`src/rtl/seq_divider_pkg.sv`:
```
// Shared definitions for the iterative divider: state encodings and default width.
// The control unit imports this too, so mult/div state decoding stays consistent.
package seq_divider_pkg;

  localparam int DIV_WIDTH = 32;

  typedef enum logic [1:0] {
    DIV_IDLE = 2'd0,
    DIV_RUN  = 2'd1,
    DIV_FIX  = 2'd2,
    DIV_DONE = 2'd3
  } div_state_e;

endpackage : seq_divider_pkg

```
`src/rtl/seq_divider_if.sv`:
```
// Request/result bundle between the control unit (master) and the divider (slave).
interface seq_divider_if #(
  parameter int WIDTH = 32
);

  logic             start;
  logic             is_signed;
  logic [WIDTH-1:0] dividend;
  logic [WIDTH-1:0] divisor;
  logic             busy;
  logic             done;
  logic             div_zero;
  logic [WIDTH-1:0] quotient;
  logic [WIDTH-1:0] remainder;

  modport master (
    output start, is_signed, dividend, divisor,
    input  busy, done, div_zero, quotient, remainder
  );

  modport slave (
    input  start, is_signed, dividend, divisor,
    output busy, done, div_zero, quotient, remainder
  );

endinterface : seq_divider_if

```
`src/rtl/seq_divider.sv`:
```
// Iterative restoring divider for div/divu: one quotient bit per cycle on magnitudes,
// signs applied in a final fix-up cycle. Quotient feeds LO, remainder feeds HI.
module seq_divider
  import seq_divider_pkg::*;
#(
  parameter int WIDTH = DIV_WIDTH
) (
  input  logic          clk,
  input  logic          reset,
  seq_divider_if.slave  bus
);

  localparam int CNT_W = $clog2(WIDTH);

  div_state_e       state_q, state_d;
  logic [WIDTH-1:0] r_q, r_d;
  logic [WIDTH-1:0] q_q, q_d;
  logic [WIDTH-1:0] d_q, d_d;
  logic [CNT_W-1:0] cnt_q, cnt_d;
  logic             q_neg_q, q_neg_d;
  logic             r_neg_q, r_neg_d;
  logic             div0_q, div0_d;
  logic [WIDTH-1:0] quot_q, quot_d;
  logic [WIDTH-1:0] rem_q, rem_d;
  logic             done_q;
  logic             div_zero_q;

  // One extra bit on the trial remainder keeps divu with MSB-set operands from overflowing.
  logic [WIDTH:0]   trial;
  logic [WIDTH:0]   diff;
  logic             fits;
  logic             a_neg, b_neg;

  // NOTE: every always_comb output gets a default first so no path can infer a latch.
  always_comb begin
    state_d = state_q;
    r_d     = r_q;
    q_d     = q_q;
    d_d     = d_q;
    cnt_d   = cnt_q;
    q_neg_d = q_neg_q;
    r_neg_d = r_neg_q;
    div0_d  = div0_q;
    quot_d  = quot_q;
    rem_d   = rem_q;
    trial   = {r_q, q_q[WIDTH-1]};
    diff    = trial - {1'b0, d_q};
    fits    = (trial >= {1'b0, d_q});
    a_neg   = bus.is_signed & bus.dividend[WIDTH-1];
    b_neg   = bus.is_signed & bus.divisor[WIDTH-1];

    unique case (state_q)
      DIV_IDLE: begin
        if (bus.start) begin
          if (bus.divisor == '0) begin
            div0_d  = 1'b1;
            state_d = DIV_DONE;
          end else begin
            // INT_MIN negates to itself, which is its correct magnitude read as unsigned.
            q_d     = a_neg ? -bus.dividend : bus.dividend;
            d_d     = b_neg ? -bus.divisor  : bus.divisor;
            r_d     = '0;
            cnt_d   = CNT_W'(WIDTH - 1);
            q_neg_d = a_neg ^ b_neg;
            r_neg_d = a_neg;
            div0_d  = 1'b0;
            state_d = DIV_RUN;
          end
        end
      end
      DIV_RUN: begin
        r_d   = fits ? diff[WIDTH-1:0] : trial[WIDTH-1:0];
        q_d   = {q_q[WIDTH-2:0], fits};
        cnt_d = cnt_q - 1'b1;
        if (cnt_q == '0) state_d = DIV_FIX;
      end
      DIV_FIX: begin
        quot_d  = q_neg_q ? -q_q : q_q;
        rem_d   = r_neg_q ? -r_q : r_q;
        state_d = DIV_DONE;
      end
      DIV_DONE: state_d = DIV_IDLE;
      default:  state_d = DIV_IDLE;
    endcase
  end

  // NOTE: sequential state uses non-blocking assignments so all registers update together.
  always_ff @(posedge clk or posedge reset) begin
    if (reset) begin
      state_q    <= DIV_IDLE;
      r_q        <= '0;
      q_q        <= '0;
      d_q        <= '0;
      cnt_q      <= '0;
      q_neg_q    <= 1'b0;
      r_neg_q    <= 1'b0;
      div0_q     <= 1'b0;
      quot_q     <= '0;
      rem_q      <= '0;
      done_q     <= 1'b0;
      div_zero_q <= 1'b0;
    end else begin
      state_q    <= state_d;
      r_q        <= r_d;
      q_q        <= q_d;
      d_q        <= d_d;
      cnt_q      <= cnt_d;
      q_neg_q    <= q_neg_d;
      r_neg_q    <= r_neg_d;
      div0_q     <= div0_d;
      quot_q     <= quot_d;
      rem_q      <= rem_d;
      done_q     <= (state_q == DIV_DONE);
      div_zero_q <= (state_q == DIV_DONE) && div0_q;
    end
  end

  assign bus.busy      = (state_q != DIV_IDLE);
  assign bus.done      = done_q;
  assign bus.div_zero  = div_zero_q;
  assign bus.quotient  = quot_q;
  assign bus.remainder = rem_q;

endmodule : seq_divider

```
`src/flat_wrapper.sv`:
```
// flat-port wrapper written by rule: the top's interface ports become plain ports
module seq_divider_flat import seq_divider_pkg::*;
#(
  parameter int WIDTH = DIV_WIDTH
)
  (clk, reset, bus_start, bus_is_signed, bus_dividend, bus_divisor, bus_busy, bus_done, bus_div_zero, bus_quotient, bus_remainder);
  seq_divider_if #(.WIDTH(WIDTH)) bus_i ();
  input  logic clk;
  input  logic reset;
  input wire logic [$bits(bus_i.start)-1:0] bus_start;
  input wire logic [$bits(bus_i.is_signed)-1:0] bus_is_signed;
  input wire logic [$bits(bus_i.dividend)-1:0] bus_dividend;
  input wire logic [$bits(bus_i.divisor)-1:0] bus_divisor;
  output wire logic [$bits(bus_i.busy)-1:0] bus_busy;
  output wire logic [$bits(bus_i.done)-1:0] bus_done;
  output wire logic [$bits(bus_i.div_zero)-1:0] bus_div_zero;
  output wire logic [$bits(bus_i.quotient)-1:0] bus_quotient;
  output wire logic [$bits(bus_i.remainder)-1:0] bus_remainder;
  assign bus_i.start = bus_start;
  assign bus_i.is_signed = bus_is_signed;
  assign bus_i.dividend = bus_dividend;
  assign bus_i.divisor = bus_divisor;
  assign bus_busy = bus_i.busy;
  assign bus_done = bus_i.done;
  assign bus_div_zero = bus_i.div_zero;
  assign bus_quotient = bus_i.quotient;
  assign bus_remainder = bus_i.remainder;
  seq_divider #(.WIDTH(WIDTH)) u_core (.clk(clk), .reset(reset), .bus(bus_i));
endmodule
```
`config.mk`:
```
export PLATFORM = sky130hd
export DESIGN_NAME = seq_divider_flat
export DESIGN_NICKNAME = d
export VERILOG_FILES = /design/src/rtl/seq_divider_pkg.sv /design/src/rtl/seq_divider_if.sv /design/src/rtl/seq_divider.sv /design/src/flat_wrapper.sv
export SDC_FILE = /design/constraint.sdc
export NUM_CORES = 1
export LEC_CHECK = 0
export CORE_ASPECT_RATIO = 2
export CORE_UTILIZATION = 35
export CTS_CLUSTER_DIAMETER = 150
export DETAILED_ROUTE_END_ITERATION = 8
export SLEW_MARGIN = 25
export SYNTH_ARGS = -nofsm -noshare
export SYNTH_HDL_FRONTEND = slang
export SYNTH_SLANG_ARGS = --single-unit
```
`constraint.sdc`:
```
create_clock -name clk -period 13.8 [get_ports clk]
set_clock_uncertainty 0.05 [all_clocks]
set_input_delay 1.38 -clock clk [delete_from_list [all_inputs] [get_ports clk]]
set_output_delay 1.38 -clock clk [all_outputs]
set_load 0.05 [all_outputs]
```
==> impl_summary.txt <==
----------------------------------------------------
[Route]
  Detailed-route via count ... 9547
  Detailed Routing Iterations Pass 1 ... 5
  Detailed-route wire length per cell ... 16.6 um
  Number of routed nets with antenna violations ... 0
  Drt total wl ... 30500 um
  DRC violations left ... 0
  Routed via count divided by cell count ... 5.19
  First DRT Iteration DRCs ... 456

[Critical path]
  Logic depth of the worst register-to-register path ... 11
  Critical Path End Type ... flop
  Critical path start-end classification ... in2reg
  Critical path fanouts, max ... 70
  Nature of the critical path startpoint ... primary input
  Critical Path RT ... 14090 ps
  Arrival time at the worst endpoint ... 5700 ps

[STA]
  Setup TNS after final layout ... 0 ps
  Setup repair after global routing missed its margin ... false
  Period utilization ... 0.393
  Measured slew at the worst slew-check pin ... 1000 ps
  Achievable Freq ... 185 MHz
  Number of slew-limit violations in the final report ... 0
  Hold violation total from the final report ... 0
  Final critical-path setup slack ... 8380 ps
  Tmin final ... 5420 ps
  Total of endpoints with negative setup slack in the final report ... 0
  Headroom to the max-slew limit ... 0.325

[Pwr]
  Sequential share of power ... 0.287
  Proportion of total power due to net switching ... 0.482
  Share of power burned in the clock network ... 0.164
  Leakage ... 5.92 nW
  Overall power after layout ... 3.17 mW
  Power density over cell area ... 235 nW/um2
  Worst VDD drop ... 0.107 mV
  Part of the power in combinational logic ... 0.548
  Internal Pwr Total ... 1.64 mW
  Switching power summed over all nets ... 1.53 mW

[Final layout]
  Fillers ... 3154
  Number of inserted diodes ... 0
  Multi-input gate area in the final layout ... 6330 um2
  Area growth, synth to finish ... 21.5%
  Combined flip-flop and latch cell area ... 4300 um2
  Final-stage net count ... 1521
  Final design instance area without fill ... 13500 um2
  Layout cells sized above 1 ... 0.0556

[Global routing]
  Total congestion overflow ... 0
  Overall Global Routing Usage ... 0.194
  Number of antenna violations at the first check in global routing ... 0
  Pin count of the biggest net entering global routing ... 95
  Number of global-route vias before repair ... 9276
  First-pass GRT wire length ... 48300 um

[Synthesis]
  Largest area contributor in the netlist ... dfrtp_1
  Post-synth top flop ... dfrtp_1
  Net count after synthesis ... 1419
  Mapped Cells ... 1307
  Post-synth top cells ... a21oi_1 (176), dfrtp_1 (172), nor2_1 (169), nand2_1 (107), xor2_1 (92)
  Proportion of synthesized chip area in sequential cells ... 0.388
  Count of flip-flops with a built-in enable after synthesis ... 0
  Count of synthesis-stage warnings from yosys ... 0
  Register bit count reported by yosys ... 172
  Mapped cell area ... 11100 um2
  Fraction of registers with async set or reset after synthesis ... 1.00
  Largest cells by area after synthesis ... dfrtp_1 (39%), a21oi_1 (7.9%), xor2_1 (7.3%), nor2_1 (5.7%), ha_1 (4.8%)
  Per-instance average area after synthesis ... 8.49 um2
  Share of Yosys cell area claimed by the top area cell type ... 0.388
  Number of distinct library cells after synthesis ... 69
  Most frequent cell after synthesis ... a21oi_1

[Clocking]
  Clock buffer depth ... 2
  Hold bufs inserted after CTS ... 0
  Num CTS Buffers ... 17
  Latest clock arrival within the worst-skew pair ... 450 ps
  Clock slew at the register clock pins of the worst setup and hold paths ... 70 ps
  CTS tree ... yes
  Cts repair resizes ... 0
  Htree depth ... 4
  CTS sink cnt ... 172
  Cell at the root of the clock tree ... clkbuf_16
  Setup Buffers After CTS ... 0

[Die]
  Number of placement rows ... 91
  Area inside the core boundary ... 31000 um2
  Initial core utilization ... 0.358
  Die area ... 32500 um2
  Horizontal die dimension ... 128 um
  Die Y ... 254 um
  Top-Level Pins ... 135

[Min path]
  Worst hold path stage count ... 2
  HP Class ... reg2reg

[Place]
  Dpl cell area ... 12800 um2
  Post-place setup slack ... 7830 ps
  Half-perimeter wire length after detailed placement ... 23300 um
  Buffers on Ports ... 134
  Routability-driven placement congestion ratio ... 0.899

[Job]
  Max capacitance violation total ... 0

[Status]
  Result of the run ... complete, no violations

----------------------------------------------------
## power groups by stage
stage	sequential [mW]	combinational, mW	clock (mW)
floorplan	1.17	0.975	0
global placement	0.916	1.73	0
detailed placement	0.922	1.75	0
CTS	0.913	1.76	0.534
global route	0.941	1.91	0.553
finish	0.911	1.74	0.522
## layout by cell type (no fill, tap or decap), types with 19 or more instances in the layout
master	Yosys	final
o21ai_0	50	50
inv_1	66	65
a21o_1	19	19
ha_1	43	42
xor2_1	92	92
o31ai_1	24	24
nor2_1	169	169
nand2_1	107	106
clkdlybuf4s50_1	0	134
a21oi_1	176	176
dfrtp_1	172	172
xnor2_1	48	48
o21ai_1	47	45
## cells by family after synthesis
group	synth area share
AOI/OAI and AO/OA	0.209
xor gates and xnor gates	0.110
adders and majority gates	0.0503
buffers and inverters	0.0458
DFF	0.388
muxes	0.0262
and+or+nand+nor	0.170
## state kept, by name, summed over array words and instances, names as in the netlist, 2 cells and up
name                  count
u_core.cnt_q              5
u_core.r_q               32
u_core.d_q               32
u_core.bus.remainder     32
u_core.state_q            2
u_core.q_q               32
u_core.bus.quotient      32
## worst paths after layout
| path | start | end | slack, ps |
|---|---|---|---|
| min in group asynchronous | reset | u_core.bus.quotient[29] | 1290 |
| setup / recovery | bus_divisor[10] | u_core.q_q[1] | 8380 |
| max in group asynchronous | reset | u_core.q_q[20] | 10500 |
| setup reg to reg | u_core.r_q[13] | u_core.r_q[15] | 10030 |
| hold reg to reg | u_core.d_q[25] | u_core.d_q[25] | 430 |
| hold / removal | u_core.d_q[25] | u_core.d_q[25] | 430 |
## metrics by stage
stage,utilization,hold WS (ps),std cells
after floorplan,-,391,1307
after global placement,0.415,418,1808
after detailed placement,0.415,425,1808
after CTS,0.435,441,1840
after global routing,0.435,472,1840
final,0.435,431,1840
## layer usage
| layer | GRT usage | share of wire |
|---|---|---|
| met4 | 0.0864 | 0.034 |
| met1 | 0.206 | 0.39 |
| met2 | 0.372 | 0.55 |
| met5 | 0 | 0 |
| met3 | 0.0255 | 0.026 |
## area by class of cell
cell class / count / share of cell area
clock buffers: 17 / 0.0316
well taps: 418 / 0.0388
multi-input cells: 1005 / 0.469
clock inverters: 15 / 0.0156
flip-flops and latches: 172 / 0.319
repair buffers: 147 / 0.107
inverters: 66 / 0.0187
## worst max-delay path, stage by stage
cell	delay, ps
clkdlybuf4s50_1	450
nor4_1	880
and4_1	490
nand4_1	240
nand3_2	150
buf_4	510
a21boi_4	260
buf_4	540
nor2_1	380
a221o_1	370
(Power assumes the default switching activity.)
